File: config.mk
export PLATFORM = sky130hd
export DESIGN_NAME = ps2_keyboard_rx_flat
export DESIGN_NICKNAME = d
export VERILOG_FILES = /design/src/rtl/ps2_keyboard_rx_if.sv /design/src/rtl/ps2_keyboard_rx.sv /design/src/flat_wrapper.sv
export SDC_FILE = /design/constraint.sdc
export NUM_CORES = 1
export LEC_CHECK = 0
export BUFFER_PORTS_ARGS = -buffer_cell sky130_fd_sc_hd__buf_4
export CORE_ASPECT_RATIO = 0.5
export CORE_MARGIN = 2
export CORE_UTILIZATION = 25
export CTS_BUF_LIST = sky130_fd_sc_hd__clkbuf_8
export DETAILED_ROUTE_END_ITERATION = 10
export GPL_TIMING_DRIVEN = 0
export PLACE_DENSITY_LB_ADDON = 0.2
export SYNTH_ARGS = -nofsm -noshare
export SYNTH_HDL_FRONTEND = slang
export SYNTH_SLANG_ARGS = --single-unit
export TNS_END_PERCENT = 20
File: constraint.sdc
create_clock -name CLK_25MHZ -period 3.45 [get_ports CLK_25MHZ]
set_input_delay 0.345 -clock CLK_25MHZ [delete_from_list [all_inputs] [get_ports CLK_25MHZ]]
set_output_delay 0.345 -clock CLK_25MHZ [all_outputs]
set_load 0.05 [all_outputs]
File: src/rtl/ps2_keyboard_rx_if.sv
// rtl/ps2_keyboard_rx_if.sv - PS/2 keyboard receiver signal bundle
//
// Purpose : groups the raw PS/2 lines and the decoded byte/key outputs so the
//           receiver and its surroundings connect through one port.
// Signals : PS2_CLK, PS2_DATA      raw keyboard lines (driven by master)
//           RX_VALID, RX_DATA      good frame pulse / last good byte
//           RX_ERROR               bad start, parity, stop or timeout pulse
//           KEY_VALID, KEY_CODE    key event pulse / scan code
//           KEY_EXTENDED           event was prefixed by 0xE0
//           KEY_RELEASED           event was prefixed by 0xF0
// Modports: master - keyboard side (drives PS2_*, observes results)
//           slave  - receiver side
interface ps2_keyboard_rx_if;
    logic       PS2_CLK;
    logic       PS2_DATA;
    logic       RX_VALID;
    logic [7:0] RX_DATA;
    logic       RX_ERROR;
    logic       KEY_VALID;
    logic [7:0] KEY_CODE;
    logic       KEY_EXTENDED;
    logic       KEY_RELEASED;

    modport master (
        output PS2_CLK,
        output PS2_DATA,
        input  RX_VALID,
        input  RX_DATA,
        input  RX_ERROR,
        input  KEY_VALID,
        input  KEY_CODE,
        input  KEY_EXTENDED,
        input  KEY_RELEASED
    );

    modport slave (
        input  PS2_CLK,
        input  PS2_DATA,
        output RX_VALID,
        output RX_DATA,
        output RX_ERROR,
        output KEY_VALID,
        output KEY_CODE,
        output KEY_EXTENDED,
        output KEY_RELEASED
    );
endinterface

File: src/rtl/ps2_keyboard_rx.sv
// rtl/ps2_keyboard_rx.sv - PS/2 keyboard frame receiver and scan-code decoder
//
// Purpose : synchronises and filters the PS/2 clock, receives 11-bit frames
//           (start, 8 data LSB first, odd parity, stop), flags bad frames and
//           inter-edge timeouts, and folds 0xE0/0xF0 prefixes into key events.
// Params  : FILTER_LEN     consecutive equal clock samples to accept a change
//           TIMEOUT_CYCLES max cycles between accepted falling edges in a frame
// Ports   : CLK_25MHZ      sole clock, rising edge
//           RESET          asynchronous active-high reset, released through a
//                          2-flop synchroniser
//           bus            ps2_keyboard_rx_if.slave (see interface file)
module ps2_keyboard_rx #(
    parameter int FILTER_LEN     = 8,
    parameter int TIMEOUT_CYCLES = 2500
) (
    input  logic             CLK_25MHZ,
    input  logic             RESET,
    ps2_keyboard_rx_if.slave bus
);
    localparam int FCW = $clog2(FILTER_LEN + 1);
    localparam int TCW = $clog2(TIMEOUT_CYCLES + 1);

    typedef enum logic [1:0] {
        IDLE,
        DATA,
        PARITY,
        STOP
    } state_t;

    // ------------------------------------------------------------------
    // Reset synchroniser: asserts immediately, deasserts after two edges.
    // ------------------------------------------------------------------
    logic rst_meta_q, rst_meta_d;
    logic rst_sync_q, rst_sync_d;
    logic rst;

    always_comb begin
        rst_meta_d = 1'b0;
        rst_sync_d = rst_meta_q;
    end

    always_ff @(posedge CLK_25MHZ or posedge RESET) begin
        if (RESET) begin
            rst_meta_q <= 1'b1;
            rst_sync_q <= 1'b1;
        end else begin
            rst_meta_q <= rst_meta_d;
            rst_sync_q <= rst_sync_d;
        end
    end

    assign rst = rst_sync_q;

    // ------------------------------------------------------------------
    // Input synchronisers (idle PS/2 lines are high).
    // ------------------------------------------------------------------
    logic clk_meta_q, clk_meta_d, clk_sync_q, clk_sync_d;
    logic dat_meta_q, dat_meta_d, dat_sync_q, dat_sync_d;

    always_comb begin
        clk_meta_d = bus.PS2_CLK;
        clk_sync_d = clk_meta_q;
        dat_meta_d = bus.PS2_DATA;
        dat_sync_d = dat_meta_q;
    end

    // ------------------------------------------------------------------
    // Clock glitch filter. The filtered level only follows the
    // synchronised clock once it has disagreed for FILTER_LEN samples in a
    // row; any agreeing sample restarts the count.
    // ------------------------------------------------------------------
    logic           clk_filt_q, clk_filt_d;
    logic [FCW-1:0] filt_cnt_q, filt_cnt_d;
    logic           fall_edge;

    always_comb begin
        clk_filt_d = clk_filt_q;
        filt_cnt_d = '0;
        fall_edge  = 1'b0;
        if (clk_sync_q != clk_filt_q) begin
            if (filt_cnt_q == FCW'(FILTER_LEN - 1)) begin
                clk_filt_d = clk_sync_q;
                // level is about to go 1->0 when the current level is 1
                fall_edge  = clk_filt_q;
            end else begin
                filt_cnt_d = filt_cnt_q + FCW'(1);
            end
        end
    end

    // ------------------------------------------------------------------
    // Frame FSM with inter-edge timeout.
    // ------------------------------------------------------------------
    state_t         state_q, state_d;
    logic [2:0]     bit_cnt_q, bit_cnt_d;
    logic [7:0]     shift_q, shift_d;
    logic           parity_q, parity_d;
    logic [TCW-1:0] to_cnt_q, to_cnt_d;
    logic           rx_valid_q, rx_valid_d;
    logic           rx_error_q, rx_error_d;
    logic [7:0]     rx_data_q, rx_data_d;

    always_comb begin
        state_d    = state_q;
        bit_cnt_d  = bit_cnt_q;
        shift_d    = shift_q;
        parity_d   = parity_q;
        to_cnt_d   = to_cnt_q;
        rx_valid_d = 1'b0;
        rx_error_d = 1'b0;
        rx_data_d  = rx_data_q;

        // Counts cycles since the last accepted falling edge; held at zero
        // between frames and saturating rather than wrapping.
        if (state_q == IDLE || fall_edge) begin
            to_cnt_d = '0;
        end else if (to_cnt_q != TCW'(TIMEOUT_CYCLES)) begin
            to_cnt_d = to_cnt_q + TCW'(1);
        end

        if (state_q != IDLE && !fall_edge && to_cnt_d == TCW'(TIMEOUT_CYCLES)) begin
            // keyboard stalled mid-frame: drop the partial byte
            state_d    = IDLE;
            bit_cnt_d  = '0;
            to_cnt_d   = '0;
            rx_error_d = 1'b1;
        end else if (fall_edge) begin
            unique case (state_q)
                IDLE: begin
                    if (!dat_sync_q) begin
                        state_d   = DATA;
                        bit_cnt_d = '0;
                    end else begin
                        rx_error_d = 1'b1;
                    end
                end
                DATA: begin
                    shift_d   = {dat_sync_q, shift_q[7:1]};
                    bit_cnt_d = bit_cnt_q + 3'd1;
                    if (bit_cnt_q == 3'd7) begin
                        state_d = PARITY;
                    end
                end
                PARITY: begin
                    parity_d = dat_sync_q;
                    state_d  = STOP;
                end
                STOP: begin
                    // odd parity: data + parity bit carry an odd number of ones
                    if (dat_sync_q && (^{shift_q, parity_q})) begin
                        rx_valid_d = 1'b1;
                        rx_data_d  = shift_q;
                    end else begin
                        rx_error_d = 1'b1;
                    end
                    state_d = IDLE;
                end
                default: state_d = IDLE;
            endcase
        end
    end

    // ------------------------------------------------------------------
    // Scan-code decoder: prefixes set sticky flags, any other byte emits an
    // event tagged with them. An error drops the flags so a damaged
    // sequence can't tag the next key.
    // ------------------------------------------------------------------
    logic       ext_pend_q, ext_pend_d;
    logic       rel_pend_q, rel_pend_d;
    logic       key_valid_q, key_valid_d;
    logic [7:0] key_code_q, key_code_d;
    logic       key_ext_q, key_ext_d;
    logic       key_rel_q, key_rel_d;

    always_comb begin
        ext_pend_d  = ext_pend_q;
        rel_pend_d  = rel_pend_q;
        key_valid_d = 1'b0;
        key_code_d  = key_code_q;
        key_ext_d   = key_ext_q;
        key_rel_d   = key_rel_q;
        if (rx_error_q) begin
            ext_pend_d = 1'b0;
            rel_pend_d = 1'b0;
        end else if (rx_valid_q) begin
            if (rx_data_q == 8'hE0) begin
                ext_pend_d = 1'b1;
            end else if (rx_data_q == 8'hF0) begin
                rel_pend_d = 1'b1;
            end else begin
                key_valid_d = 1'b1;
                key_code_d  = rx_data_q;
                key_ext_d   = ext_pend_q;
                key_rel_d   = rel_pend_q;
                ext_pend_d  = 1'b0;
                rel_pend_d  = 1'b0;
            end
        end
    end

    // ------------------------------------------------------------------
    // State registers
    // ------------------------------------------------------------------
    always_ff @(posedge CLK_25MHZ or posedge rst) begin
        if (rst) begin
            clk_meta_q  <= 1'b1;
            clk_sync_q  <= 1'b1;
            dat_meta_q  <= 1'b1;
            dat_sync_q  <= 1'b1;
            clk_filt_q  <= 1'b1;
            filt_cnt_q  <= '0;
            state_q     <= IDLE;
            bit_cnt_q   <= '0;
            shift_q     <= '0;
            parity_q    <= 1'b0;
            to_cnt_q    <= '0;
            rx_valid_q  <= 1'b0;
            rx_error_q  <= 1'b0;
            rx_data_q   <= '0;
            ext_pend_q  <= 1'b0;
            rel_pend_q  <= 1'b0;
            key_valid_q <= 1'b0;
            key_code_q  <= '0;
            key_ext_q   <= 1'b0;
            key_rel_q   <= 1'b0;
        end else begin
            clk_meta_q  <= clk_meta_d;
            clk_sync_q  <= clk_sync_d;
            dat_meta_q  <= dat_meta_d;
            dat_sync_q  <= dat_sync_d;
            clk_filt_q  <= clk_filt_d;
            filt_cnt_q  <= filt_cnt_d;
            state_q     <= state_d;
            bit_cnt_q   <= bit_cnt_d;
            shift_q     <= shift_d;
            parity_q    <= parity_d;
            to_cnt_q    <= to_cnt_d;
            rx_valid_q  <= rx_valid_d;
            rx_error_q  <= rx_error_d;
            rx_data_q   <= rx_data_d;
            ext_pend_q  <= ext_pend_d;
            rel_pend_q  <= rel_pend_d;
            key_valid_q <= key_valid_d;
            key_code_q  <= key_code_d;
            key_ext_q   <= key_ext_d;
            key_rel_q   <= key_rel_d;
        end
    end

    assign bus.RX_VALID     = rx_valid_q;
    assign bus.RX_DATA      = rx_data_q;
    assign bus.RX_ERROR     = rx_error_q;
    assign bus.KEY_VALID    = key_valid_q;
    assign bus.KEY_CODE     = key_code_q;
    assign bus.KEY_EXTENDED = key_ext_q;
    assign bus.KEY_RELEASED = key_rel_q;

endmodule
File: src/flat_wrapper.sv
// flat-port wrapper written by rule: the top's interface ports become plain ports
module ps2_keyboard_rx_flat 
#(
    parameter int FILTER_LEN     = 8,
    parameter int TIMEOUT_CYCLES = 2500
)
  (CLK_25MHZ, RESET, bus_PS2_CLK, bus_PS2_DATA, bus_RX_VALID, bus_RX_DATA, bus_RX_ERROR, bus_KEY_VALID, bus_KEY_CODE, bus_KEY_EXTENDED, bus_KEY_RELEASED);
  ps2_keyboard_rx_if bus_i ();
  input  logic CLK_25MHZ;
  input  logic RESET;
  input wire logic [$bits(bus_i.PS2_CLK)-1:0] bus_PS2_CLK;
  input wire logic [$bits(bus_i.PS2_DATA)-1:0] bus_PS2_DATA;
  output wire logic [$bits(bus_i.RX_VALID)-1:0] bus_RX_VALID;
  output wire logic [$bits(bus_i.RX_DATA)-1:0] bus_RX_DATA;
  output wire logic [$bits(bus_i.RX_ERROR)-1:0] bus_RX_ERROR;
  output wire logic [$bits(bus_i.KEY_VALID)-1:0] bus_KEY_VALID;
  output wire logic [$bits(bus_i.KEY_CODE)-1:0] bus_KEY_CODE;
  output wire logic [$bits(bus_i.KEY_EXTENDED)-1:0] bus_KEY_EXTENDED;
  output wire logic [$bits(bus_i.KEY_RELEASED)-1:0] bus_KEY_RELEASED;
  assign bus_i.PS2_CLK = bus_PS2_CLK;
  assign bus_i.PS2_DATA = bus_PS2_DATA;
  assign bus_RX_VALID = bus_i.RX_VALID;
  assign bus_RX_DATA = bus_i.RX_DATA;
  assign bus_RX_ERROR = bus_i.RX_ERROR;
  assign bus_KEY_VALID = bus_i.KEY_VALID;
  assign bus_KEY_CODE = bus_i.KEY_CODE;
  assign bus_KEY_EXTENDED = bus_i.KEY_EXTENDED;
  assign bus_KEY_RELEASED = bus_i.KEY_RELEASED;
  ps2_keyboard_rx #(.FILTER_LEN(FILTER_LEN), .TIMEOUT_CYCLES(TIMEOUT_CYCLES)) u_core (.CLK_25MHZ(CLK_25MHZ), .RESET(RESET), .bus(bus_i));
endmodule
After elaboration in Yosys (flattened, before gate mapping)
Cells that the tools add are included.

Flip-flop bits (word level): 60. Input bits: 4. Output and inout bits: 21. Word-level logic and storage cells: 100.

$add $sub $neg: 3. Equal/unequal tests: 14. Multiplexer cells: 37. Bitwise logic cells: 4. Reduce and logical (&&, ||, !) cells: 20.

Operators with widths (number): 12-bit 2-to-1 mux (3); 1-bit 2-to-1 mux (22); 8-bit equality test (second input constant) (2); 12-bit by 1-bit adder with 12-bit output (second input constant) (1); 12-bit equality test (second input constant) (1); 12-bit inequality test (second input constant) (1); 3-bit AND reduction (4); 3-bit 2-to-1 mux (3); 9-bit parity (1); 2-bit 2-to-1 mux (4); 4-bit 2-to-1 mux (2); 2-bit one-hot mux with 4 select lines (1); 4-bit AND reduction (2); 3-bit by 1-bit inequality test with 1-bit output (second input constant) (2); 3-bit one-hot mux with 2 select lines (1); 2-bit AND reduction (3); 2-bit nonzero test (3); 4-bit by 1-bit adder with 4-bit output (second input constant) (1); 2-bit equality test (second input constant) (2); 4-bit by 3-bit equality test with 1-bit output (second input constant) (1); 1-bit inverter (4); 3-bit by 1-bit adder with 3-bit output (second input constant) (1); 3-bit equality test (second input constant) (1); 1-bit logical AND (3); other kinds (9) (9).

Longest topological paths before layout
Gate-level depths: netlist of the first run.

Depth after elaboration: 9. Depth in mapped cells: 10. Gate-level depth less buffers: 8.

Worst setup path before layout of the first run
OpenSTA, ideal clock, no wires.

Path kind: reg-to-reg. From: reg u_core.to_cnt_q[0]. To: reg u_core.bit_cnt_q[0]. Library setup time: 0.131 ns. Arrival: 1.932 ns. Required time: 3.319 ns. Slack: 1.388 ns. Stages on the path, launching flop included: 10. Buffers on the path: 2. Period minus slack after synthesis: 2.062 ns. Cells stage by stage: dfrtp_1 buf_2 inv_1 ha_1 nor4b_4 nand4_2 or3_1 a211oi_2 buf_4 a31oi_1.

Cells in the longest elaborated chain, start to end: 7. Elaborated cells on any way between the ends: 11. Classes of those cells: add/sub: 1; eq/ne: 3; mux: 3; reduce/logical: 4.

Ends and longest elaborated chain: from (decl) (RTL line ps2_keyboard_rx.sv:98) `logic [TCW-1:0] to_cnt_q, to_cnt_d;`; from (signal assigned) (RTL line ps2_keyboard_rx.sv:237) `to_cnt_q <= to_cnt_d;`; 12-bit by 1-bit adder with 12-bit output / 12-bit inequality test (equally long branches) (RTL line ps2_keyboard_rx.sv:118, ps2_keyboard_rx.sv:117); 12-bit 2-to-1 mux (*) (RTL line ps2_keyboard_rx.sv:117) `end else if (to_cnt_q != TCW'(TIMEOUT_CYCLES)) begin`; 12-bit 2-to-1 mux (*) (RTL line ps2_keyboard_rx.sv:115) `if (state_q == IDLE || fall_edge) begin`; 12-bit equality test (*) (RTL line ps2_keyboard_rx.sv:121) `if (state_q != IDLE && !fall_edge && to_cnt_d == TCW'(TIMEOUT_CYCLES)) begin`; 1-bit logical AND (*) (RTL line ps2_keyboard_rx.sv:121); 3-bit inequality test (no source line), or another cell as far along; 3-bit AND reduction (no source line); to (signal assigned) (RTL line ps2_keyboard_rx.sv:234) `bit_cnt_q <= bit_cnt_d;`; to (decl) (RTL line ps2_keyboard_rx.sv:95) `logic [2:0] bit_cnt_q, bit_cnt_d;`.

Every way passes the cells marked *; elsewhere a longest branch is shown, timed or not. A chain may end at the register's enable or synchronous reset.

Worst setup path after layout of the first run
Same ends and word-level chain as after synthesis.

==> metrics.log, run 1 <==
[metrics] status: completed
[metrics] total clock buffers created by CTS: 9
[metrics] clock tree from TritonCTS: yes
[metrics] root buf cell: sky130_fd_sc_hd__clkbuf_8
[metrics] sequential share of the synthesized area: 53.1%
[metrics] setup slack, reg-to-reg: 1.10 ns
[metrics] ratio of total power to cell area: 471 nW/µm²
[metrics] highest fanout seen on the critical path: 10
[metrics] XOR/XNOR Fraction of Synth Area: 6.34%
[metrics] top library cells by usage in the layout, fill and taps aside: sky130_fd_sc_hd__dfrtp_1, sky130_fd_sc_hd__nand2_1, sky130_fd_sc_hd__buf_4, sky130_fd_sc_hd__nor2_1, sky130_fd_sc_hd__xnor2_1
[metrics] net count of the finished layout: 305
[metrics] mean number of vias per cell: 4.38
[metrics] vias after detailed routing: 1931
[metrics] number of sinks on the clock net: 60
[metrics] post-cts repair resize count: 0
[metrics] post-layout minimum cycle time: 2.35 ns
[metrics] antenna violations before repair: 0
[metrics] number of inserted filler cells in the final layout: 1126
[metrics] Synth-to-Final Area Change: 22.5%
[metrics] clk slew on worst S/H paths: 0.07 ns
[metrics] count of buffers added by post-CTS timing repair for setup: 0
[metrics] Placeable Area: 11000 µm²
[metrics] critical path type: flop to flop
[metrics] Residual DRC: 0
[metrics] Post-Place Setup Slack: 1.12 ns
[metrics] arrival time of data at the critical path endpoint: 2.57 ns
[metrics] maximum buffer depth of the clock tree: 2
[metrics] Tightest Hold Check Type: input pin to flop
[metrics] WP data required: 3.67 ns
[metrics] fraction of layout cells with a size suffix above 1: 25.3%
[metrics] vertical extent of the die: 79.4 µm
[metrics] WL final: 5550 µm
[metrics] total number of yosys warnings: 0
[metrics] Comb pwr share: 6.4%
[metrics] number of global-route vias before repair: 1967
[metrics] flop and latch count out of synthesis: 60
[metrics] total half-perimeter wirelength after legalization and detailed placement: 3930 µm
[metrics] total nets after synthesis: 268
[metrics] site row count: 27
[metrics] mean cell area of the mapped netlist: 11.2 µm²
[metrics] fraction of the mapped netlist area in compound gates: 6.60%
[metrics] diode count: 0
[metrics] antenna-violating nets left: 0
[metrics] horizontal die dimension: 155 µm
[metrics] leading register cell type out of synthesis: sky130_fd_sc_hd__dfrtp_1
[metrics] Synth async-reset ratio: 100%
[metrics] internal power: 1260 µW
[metrics] chain of cells forming the critical path: buf_2 > inv_1 > ha_1 > nor4b_4 > nand4_2 > or3_1 > a211oi_2 > buf_4 > a31oi_1
[metrics] synthesized-area fraction occupied by and/or/nand/nor cells: 17.0%
[metrics] critical path endpoint category: flop
[metrics] highest ir drop seen on vdd: 0.000152 V
[metrics] Synth cell types: 46
[metrics] Overall Global Routing Usage: 10.5%
[metrics] number of violations reported at the end of detailed-routing iteration 0: 88
[metrics] per-cell routed wire length: 12.6 µm
[metrics] number of flops mapped to enable cells by yosys: 0
[metrics] Pre-Repair DR Iteration Count: 4
[metrics] Max Slew Vio Count: 0
[metrics] number of maximum-capacitance violations: 0
[metrics] final setup fails: 0
[metrics] Psw: 379 µW
[metrics] mapped cell area: 2840 µm²
[metrics] starting density of the core: 25.7%
[metrics] Fin Clk Skew: 0.00893 ns
[metrics] share of the clock period used by the worst path after layout: 68.1%
[metrics] net switching fraction of the power: 23.1%
[metrics] reported leakage power: 0.00168 µW
[metrics] final worst slack: 1.10 ns
[metrics] floorplan die area: 12300 µm²
[metrics] post-synthesis mux area share: 9.42%
[metrics] number of hold buffers added after CTS: 1
[metrics] Worst path max stage delay: 0.38 ns
[metrics] Skew-Pair Late Insertion Delay: 0.35 ns
[metrics] startpoint types: flop
[metrics] H-tree levels: 3
[metrics] pin count of the biggest net entering global routing: 40
[metrics] leftover overflow at the end of global routing: 0
[metrics] clock power share: 47.6%
[metrics] fraction of the mapped netlist area in adder cells: 4.40%
[metrics] final hold vios: 0
[metrics] max frequency: 425 MHz
[metrics] Gate Count Post-Synth: 254
[metrics] weighted congestion at the end of routability-driven global placement: 0.842
[metrics] combinational family with the most area after synthesis: simple AND/OR/NAND/NOR gates
[metrics] number of top-level pins: 25
[metrics] core occupancy in the finished layout: 31.5%
[metrics] count of port buffers added during placement: 24
[metrics] most common cell after layout, fill and taps aside: sky130_fd_sc_hd__dfrtp_1
[metrics] first-pass GRT wire length: 9880 µm
[metrics] Max stage delay cell, worst path: sky130_fd_sc_hd__dfrtp_1
[metrics] sequential cell fraction of total power: 46.0%
[metrics] setup repair after global routing missed its margin: false
[metrics] setup total negative slack: 0 ns
-- area by class of cell --
type                    instances  area [µm²]  area share [%]
multi-input cells             173        1250            35.8
clock inverters                 7         124            3.56
flip-flops and latches         60        1510            43.4
well taps                     145         181            5.21
plain buffers                   6        28.8           0.826
clock buffers                   9         124            3.56
inverters                      15        56.3            1.62
repair buffers                 26         210            6.04
-- state kept, by name, summed over array words and instances, names as in the netlist, 2 cells and up --
| name | count |
|---|---|
| u_core.to_cnt_q | 12 |
| u_core.bus.RX_DATA | 8 |
| u_core.filt_cnt_q | 4 |
| u_core.bus.KEY_CODE | 8 |
| u_core.shift_q | 8 |
| u_core.state_q | 2 |
| u_core.bit_cnt_q | 3 |
-- power groups by stage --
stage	combinational (µW)	sequential (µW)	clock (µW)
2_1_floorplan	78.6	763	0
3_3_place_gp	99.0	767	0
3_5_place_dp	105	769	0
4_1_cts	108	755	817
5_1_grt	122	759	849
6_report	106	755	781
-- Yosys cell counts, drive strengths merged (2+ instances only) --
library cell  count  area share [%]
dfrtp            53              47
nand2            27             3.6
mux2             22             8.7
nor2             19             2.5
inv              15             2.0
xnor2            15             4.6
ha               10             4.4
nand3            10             1.9
a21oi             8             1.4
dfstp             7             6.5
nor3              7             1.2
o21ai             7             1.2
nand4             5             1.5
nor2b             5             1.1
and3              4            0.88
buf               3            0.62
clkbuf            3            0.40
xor2              3            0.92
a22oi             2            0.53
a31oi             2            0.44
mux2i             2            0.70
nand2b            2            0.44
nand4b            2            0.62
nor3b             2            0.70
o31ai             2            0.53
or2               2            0.44
-- metrics by stage --
stage | instance area (µm²) | hold WS (ns) | cells | power, µW
floorplan | 2840 | 0.257 | 254 | 842
global placement | 3200 | 0.347 | 423 | 866
detailed placement | 3220 | 0.282 | 424 | 874
CTS | 3480 | 0.0725 | 441 | 1680
global route | 3480 | 0.0721 | 441 | 1730
finish | 3480 | 0.105 | 441 | 1640
-- routing by layer --
metal | vias up | share of wire, % | track usage [%]
li1 | 949 | - | -
met1 | 936 | 49 | 12.8
met2 | 35 | 44 | 16.3
met3 | 11 | 5.1 | 4.45
met4 | 0 | 1.9 | 5.00
met5 | - | 0 | 0
-- critical path: cells and delay by family (launching register included) --
kind / cells / cell delay (ns)
AO/OA/AOI/OAI: 2 / 0.42
adder cells (fa/ha/maj): 1 / 0.15
flip-flops: 1 / 0.38
buffers and inverters: 3 / 0.47
AND/OR/NAND/NOR: 3 / 0.81
-- path summary, 6_finish.rpt --
kind                               startpoint  cells after the start             endpoint
min in group asynchronous          u_core.rst                      1    u_core.state_q[1]
max in group asynchronous          u_core.rst                      2    u_core.clk_sync_q
setup / recovery           u_core.to_cnt_q[0]                      9  u_core.bit_cnt_q[0]
setup reg to reg           u_core.to_cnt_q[0]                      9  u_core.bit_cnt_q[0]
hold reg to reg                    u_core.rst                      1    u_core.state_q[1]
hold / removal                   bus_PS2_DATA                      1    u_core.dat_meta_q
-- cells by family (layout without fill, tap and decap cells) --
kind of cell             after synthesis  after routing
AND/OR/NAND/NOR                       90             90
flip-flops                            60             60
AO/OA/AOI/OAI                         29             29
multiplexers                          24             24
buffers and inverters                 21             63
XOR/XNOR                              19             19
adder cells (fa/ha/maj)               10             10
other                                  1              1
Note: power is estimated with default switching activity, not from simulation.
==> run 2: changes to the inputs <==
==> constraint.sdc (replaced) <==
create_clock -name CLK_25MHZ -period 2.2 [get_ports CLK_25MHZ]
set_input_delay 0.22 -clock CLK_25MHZ [delete_from_list [all_inputs] [get_ports CLK_25MHZ]]
set_output_delay 0.22 -clock CLK_25MHZ [all_outputs]
set_load 0.05 [all_outputs]
==> metrics.log, run 2 (synthesized netlist as in run 1, its figures left out) <==
[metrics] first-pass GRT wire length: 9940 µm
[metrics] number of top-level pins: 25
[metrics] vias after detailed routing: 1950
[metrics] critical path type: flop to flop
[metrics] final hold vios: 0
[metrics] arrival time of data at the critical path endpoint: 2.41 ns
[metrics] site row count: 27
[metrics] setup total negative slack: 0 ns
[metrics] Met3 Wirelength: 309 µm
[metrics] most common cell after layout, fill and taps aside: sky130_fd_sc_hd__dfrtp_1
[metrics] post-place instance area: 3220 µm²
[metrics] Worst path max stage delay: 0.38 ns
[metrics] setup repair after global routing missed its margin: true
[metrics] met1 routed wirelength after detailed routing: 2670 µm
[metrics] number of inserted filler cells in the final layout: 1127
[metrics] chain of cells forming the critical path: buf_2 > inv_1 > ha_1 > nor4b_4 > nand4_2 > or3_1 > a211oi_4 > buf_4 > nor2_1
[metrics] Synth-to-Final Area Change: 24.7%
[metrics] highest ir drop seen on vdd: 0.000239 V
[metrics] overall power consumption: 2580 µW
[metrics] Max stage delay cell, worst path: sky130_fd_sc_hd__dfrtp_1
[metrics] Skew-Pair Late Insertion Delay: 0.35 ns
[metrics] floorplan die area: 12300 µm²
[metrics] Placeable Area: 11000 µm²
[metrics] area taken by multi-input logic gates: 1270 µm²
[metrics] Fin Clk Skew: 0.00916 ns
[metrics] total half-perimeter wirelength after legalization and detailed placement: 3930 µm
[metrics] maximum buffer depth of the clock tree: 2
[metrics] total clock buffers created by CTS: 9
[metrics] status: completed
[metrics] metal2 WL: 2500 µm
[metrics] share of the clock period used by the worst path after layout: 99.6%
[metrics] highest fanout seen on the critical path: 7
[metrics] Overall Global Routing Usage: 10.6%
[metrics] diode count: 0
[metrics] critical path endpoint category: flop
[metrics] WL final: 5580 µm
[metrics] vertical extent of the die: 79.4 µm
[metrics] Max Slew Vio Count: 0
[metrics] register area: 1510 µm²
[metrics] H-tree levels: 3
[metrics] net count of the finished layout: 308
[metrics] number of global-route vias before repair: 1989
[metrics] weighted congestion at the end of routability-driven global placement: 0.842
[metrics] number of sinks on the clock net: 60
[metrics] final setup fails: 0
[metrics] largest register by flop count: u_core.to_cnt_q
[metrics] count of placed standard cells in the final layout, fillers left out: 444
[metrics] max frequency: 456 MHz
[metrics] fraction of layout cells with a size suffix above 1: 27.4%
[metrics] mean number of vias per cell: 4.39
[metrics] clk slew on worst S/H paths: 0.07 ns
[metrics] uppermost layer routed: met4
[metrics] pin count of the biggest net entering global routing: 40
[metrics] WP data required: 2.42 ns
[metrics] number of violations reported at the end of detailed-routing iteration 0: 81
[metrics] ratio of total power to cell area: 728 nW/µm²
[metrics] final std cell area, no fill: 3550 µm²
[metrics] Residual DRC: 0
[metrics] clock tree from TritonCTS: yes
[metrics] starting density of the core: 25.7%
[metrics] count of port buffers added during placement: 24
[metrics] core occupancy in the finished layout: 32.1%
[metrics] Tightest Hold Check Type: flop to asynchronous set/reset pin
[metrics] per-cell routed wire length: 12.6 µm
[metrics] leftover overflow at the end of global routing: 0
[metrics] reported leakage power: 0.00171 µW
[metrics] post-layout minimum cycle time: 2.19 ns
[metrics] startpoint types: flop
[metrics] top library cells by usage in the layout, fill and taps aside: sky130_fd_sc_hd__dfrtp_1, sky130_fd_sc_hd__nand2_1, sky130_fd_sc_hd__buf_4, sky130_fd_sc_hd__nor2_1, sky130_fd_sc_hd__xnor2_1
[metrics] Pre-Repair DR Iteration Count: 4
[metrics] root buf cell: sky130_fd_sc_hd__clkbuf_8
[metrics] number of maximum-capacitance violations: 0
[metrics] Largest register FFs: 12
[metrics] antenna-violating nets left: 0
[metrics] placed instance count: 424
[metrics] horizontal die dimension: 155 µm
[metrics] antenna violations before repair: 0
-- run 2: cell types whose count changed in the layout (fill, tap and decap cells not counted), sizes merged --
cell / before / now
buf: 28 / 30
dlygate4sd3: 1 / 3
clkbuf: 12 / 11
-- run 2: metrics by stage --
stage          worst slack, ns  hold WS, ns
2_1_floorplan            0.138        0.132
3_3_place_gp            -0.228        0.255
3_5_place_dp            -0.130        0.258
4_1_cts                -0.0140        0.290
5_1_grt                 -0.176        0.311
6_report               0.00880        0.265
-- run 2: repair_timing --
action	4_1_cts	5_1_grt
hold buffers	3	0
endpoints found under the hold margin	4	0
buffers inserted	1	0
gates cloned	1	0
endpoints found under the setup margin	18	26
pin swaps	1	0
resized for setup	6	4
-- run 2: final timing paths --
check,cells after the start,from,to,slack [ns]
setup / recovery,9,u_core.to_cnt_q[0],u_core.to_cnt_q[2],0.009
hold / removal,1,u_core.rst,u_core.state_q[1],0.26
setup reg to reg,9,u_core.to_cnt_q[0],u_core.to_cnt_q[2],0.009
hold reg to reg,1,u_core.rst,u_core.state_q[1],0.26
max in group asynchronous,2,u_core.rst,u_core.clk_sync_q,1.31
min in group CLK_25MHZ,0,u_core.rst_meta_q,u_core.rst,0.36
-- run 2: layer usage --
| layer | vias up | track usage, % |
|---|---|---|
| met5 | - | 0 |
| met2 | 39 | 16.5 |
| met4 | 0 | 5.00 |
| met3 | 11 | 4.40 |
| met1 | 947 | 12.8 |
| li1 | 953 | - |
-- run 2: cell type report --
type                    count  share of cell area [%]
clock inverters             7                    3.49
multi-input cells         173                    35.9
clock buffers               9                    3.49
inverters                  15                    1.59
well taps                 145                    5.12
flip-flops and latches     60                    42.6
repair buffers             30                    6.92
plain buffers               5                   0.847
-- run 2: worst max-delay path, delay by kind of cell (launching register included) --
| family | cells | cell delay (ns) |
|---|---|---|
| AND/OR/NAND/NOR | 4 | 0.76 |
| buffers and inverters | 3 | 0.43 |
| flip-flops | 1 | 0.38 |
| AO/OA/AOI/OAI | 1 | 0.34 |
| adder cells (fa/ha/maj) | 1 | 0.15 |
-- run 2: power breakdown --
part / switching (µW) / total (µW) / leakage (µW) / internal [µW]
sequential: 32.5 / 1190 / 0.000810 / 1150
clock: 468 / 1230 / 0.000120 / 759
combinational: 98.5 / 171 / 0.000780 / 72.1
total: 599 / 2580 / 0.00171 / 1980
==> run 3: changes to the inputs <==
--- a/config.mk
+++ b/config.mk
@@ -12,7 +12,7 @@
 export CTS_BUF_LIST = sky130_fd_sc_hd__clkbuf_8
 export DETAILED_ROUTE_END_ITERATION = 10
 export GPL_TIMING_DRIVEN = 0
-export PLACE_DENSITY_LB_ADDON = 0.2
+export PLACE_DENSITY = 0.39
 export SYNTH_ARGS = -nofsm -noshare
 export SYNTH_HDL_FRONTEND = slang
 export SYNTH_SLANG_ARGS = --single-unit
==> metrics.log, run 3 (synthesized netlist as in run 1, its figures left out) <==
[metrics] mean number of vias per cell: 4.37
[metrics] number of sinks on the clock net: 60
[metrics] antenna-violating nets left: 0
[metrics] per-cell routed wire length: 13.4 µm
[metrics] arrival time of data at the critical path endpoint: 2.46 ns
[metrics] total half-perimeter wirelength after legalization and detailed placement: 4250 µm
[metrics] max frequency: 447 MHz
[metrics] clk slew on worst S/H paths: 0.07 ns
[metrics] max_slew headroom: 60.7%
[metrics] final std cell area, no fill: 3650 µm²
[metrics] startpoint types: flop
[metrics] highest ir drop seen on vdd: 0.000270 V
[metrics] actual slew at the worst max-slew pin: 0.588 ns
[metrics] floorplan die area: 12300 µm²
[metrics] post-place instance area: 3220 µm²
[metrics] leftover overflow at the end of global routing: 0
[metrics] violations in the final reports: negative setup slack
[metrics] Skew-Pair Late Insertion Delay: 0.34 ns
[metrics] WL final: 6070 µm
[metrics] vertical extent of the die: 79.4 µm
[metrics] weighted congestion at the end of routability-driven global placement: 0.745
[metrics] horizontal die dimension: 155 µm
[metrics] pin count of the biggest net entering global routing: 35
[metrics] maximum buffer depth of the clock tree: 2
[metrics] most common cell after layout, fill and taps aside: sky130_fd_sc_hd__dfrtp_1
[metrics] Max Slew Vio Count: 0
[metrics] critical path endpoint category: flop
[metrics] top library cells by usage in the layout, fill and taps aside: sky130_fd_sc_hd__dfrtp_1, sky130_fd_sc_hd__buf_4, sky130_fd_sc_hd__nand2_1, sky130_fd_sc_hd__nor2_1, sky130_fd_sc_hd__xnor2_1
[metrics] largest register by flop count: u_core.to_cnt_q
[metrics] Synth-to-Final Area Change: 28.5%
[metrics] Placeable Area: 11000 µm²
[metrics] number of top-level pins: 25
[metrics] antenna violations before repair: 0
[metrics] count of port buffers added during placement: 24
[metrics] share of the clock period used by the worst path after layout: 102%
[metrics] total clock buffers created by CTS: 9
[metrics] number of maximum-capacitance violations: 0
[metrics] first-pass GRT wire length: 10400 µm
[metrics] net count of the finished layout: 316
[metrics] Residual DRC: 0
[metrics] Max stage delay cell, worst path: sky130_fd_sc_hd__dfrtp_1
[metrics] root buf cell: sky130_fd_sc_hd__clkbuf_8
[metrics] Worst path max stage delay: 0.39 ns
[metrics] Fin Clk Skew: 0.00751 ns
[metrics] final hold vios: 0
[metrics] setup repair after global routing missed its margin: true
[metrics] post-layout minimum cycle time: 2.24 ns
[metrics] final setup fails: 5
[metrics] number of global-route vias before repair: 2054
[metrics] H-tree levels: 3
[metrics] endpoint of the worst-slack reg-to-reg timing path: u_core.bit_cnt_q[0]
[metrics] chain of cells forming the critical path: buf_6 > inv_4 > ha_4 > nor4b_4 > nand4_4 > and3_4 > nand4b_1 > a211oi_4 > buf_6 > a31oi_1
[metrics] clock tree from TritonCTS: yes
[metrics] Tightest Hold Check Type: flop to asynchronous set/reset pin
[metrics] most prevalent standard cell on the critical path: sky130_fd_sc_hd__buf_6
[metrics] status: complete, but fails checks
[metrics] starting density of the core: 25.7%
[metrics] reported leakage power: 0.00173 µW
[metrics] site row count: 27
[metrics] R2R Path Start: u_core.to_cnt_q[0]
[metrics] WP data required: 2.42 ns
[metrics] number of cell instances on the worst register-to-register path: 10
[metrics] vias after detailed routing: 1975
[metrics] fraction of layout cells with a size suffix above 1: 31.6%
[metrics] highest fanout seen on the critical path: 5
[metrics] ratio of total power to cell area: 682 nW/µm²
[metrics] diode count: 0
[metrics] Largest register FFs: 12
[metrics] Overall Global Routing Usage: 11.0%
[metrics] critical path type: flop to flop
[metrics] overall power consumption: 2490 µW
[metrics] final worst slack: -0.0363 ns
[metrics] setup slack, reg-to-reg: -0.04 ns
[metrics] number of violations reported at the end of detailed-routing iteration 0: 121
[metrics] Pre-Repair DR Iteration Count: 4
-- run 3: power by group --
part	leakage (µW)	switching, µW	internal (µW)
registers	0.000810	36.9	1150
clock network	0.000115	441	658
logic	0.000810	111	90.8
-- run 3: how the worst max path moves through the flow --
stage	startpoint	slack (ns)	to
after floorplan	u_core.to_cnt_q[0]	0.14	u_core.bit_cnt_q[0]
after global placement	u_core.rst	-0.30	u_core.bus.KEY_CODE[1]
after detailed placement	u_core.to_cnt_q[0]	-0.20	u_core.state_q[1]
after CTS	u_core.to_cnt_q[0]	-0.03	u_core.bit_cnt_q[0]
after global routing	u_core.to_cnt_q[0]	-0.16	u_core.bit_cnt_q[0]
final	u_core.to_cnt_q[0]	-0.04	u_core.bit_cnt_q[0]
-- run 3: cell type report --
type,instances,area [µm²]
inverter,15,58.8
multi-input combinational,173,1340
clock buffer,10,138
tap,145,181
buffer,6,41.3
sequential,60,1510
clock inverter,6,80.1
timing repair buffer,37,302
fill,1107,7390
-- run 3: worst max-delay path: cells and delay by family (launching register included) --
kind | cells | cell delay (ns)
simple gates | 4 | 0.84
compound gates | 2 | 0.41
flops | 1 | 0.39
buf+inv | 3 | 0.37
fa+ha+maj | 1 | 0.11
-- run 3: repair_timing --
item / CTS / global route
setup endpoints to repair: 18 / 26
cloned: 1 / 0
pin swaps: 2 / 5
hold endpoints to repair: 4 / 0
setup buffers: 4 / 4
hold buffers: 3 / 0
gates resized for setup: 11 / 17
-- run 3: per-layer routing --
layer | track usage [%] | part of all wire, %
met1 | 13.6 | 48
met3 | 3.91 | 3.5
met2 | 17.7 | 47
met5 | 0 | 0
met4 | 4.44 | 1.7
-- run 3: through the flow --
step / instances / util, % / hold slack [ns] / setup WS, ns / setup TNS, ns
5_1_grt: 452 / 33.1 / 0.363 / -0.157 / -1.36
6_report: 452 / 33.1 / 0.317 / -0.0363 / -0.137
2_1_floorplan: 254 / - / 0.132 / 0.138 / 0
3_3_place_gp: 423 / 29.0 / 0.252 / -0.300 / -17.91
3_5_place_dp: 424 / 29.2 / 0.263 / -0.195 / -2.47
4_1_cts: 448 / 32.1 / 0.355 / -0.0263 / -0.122
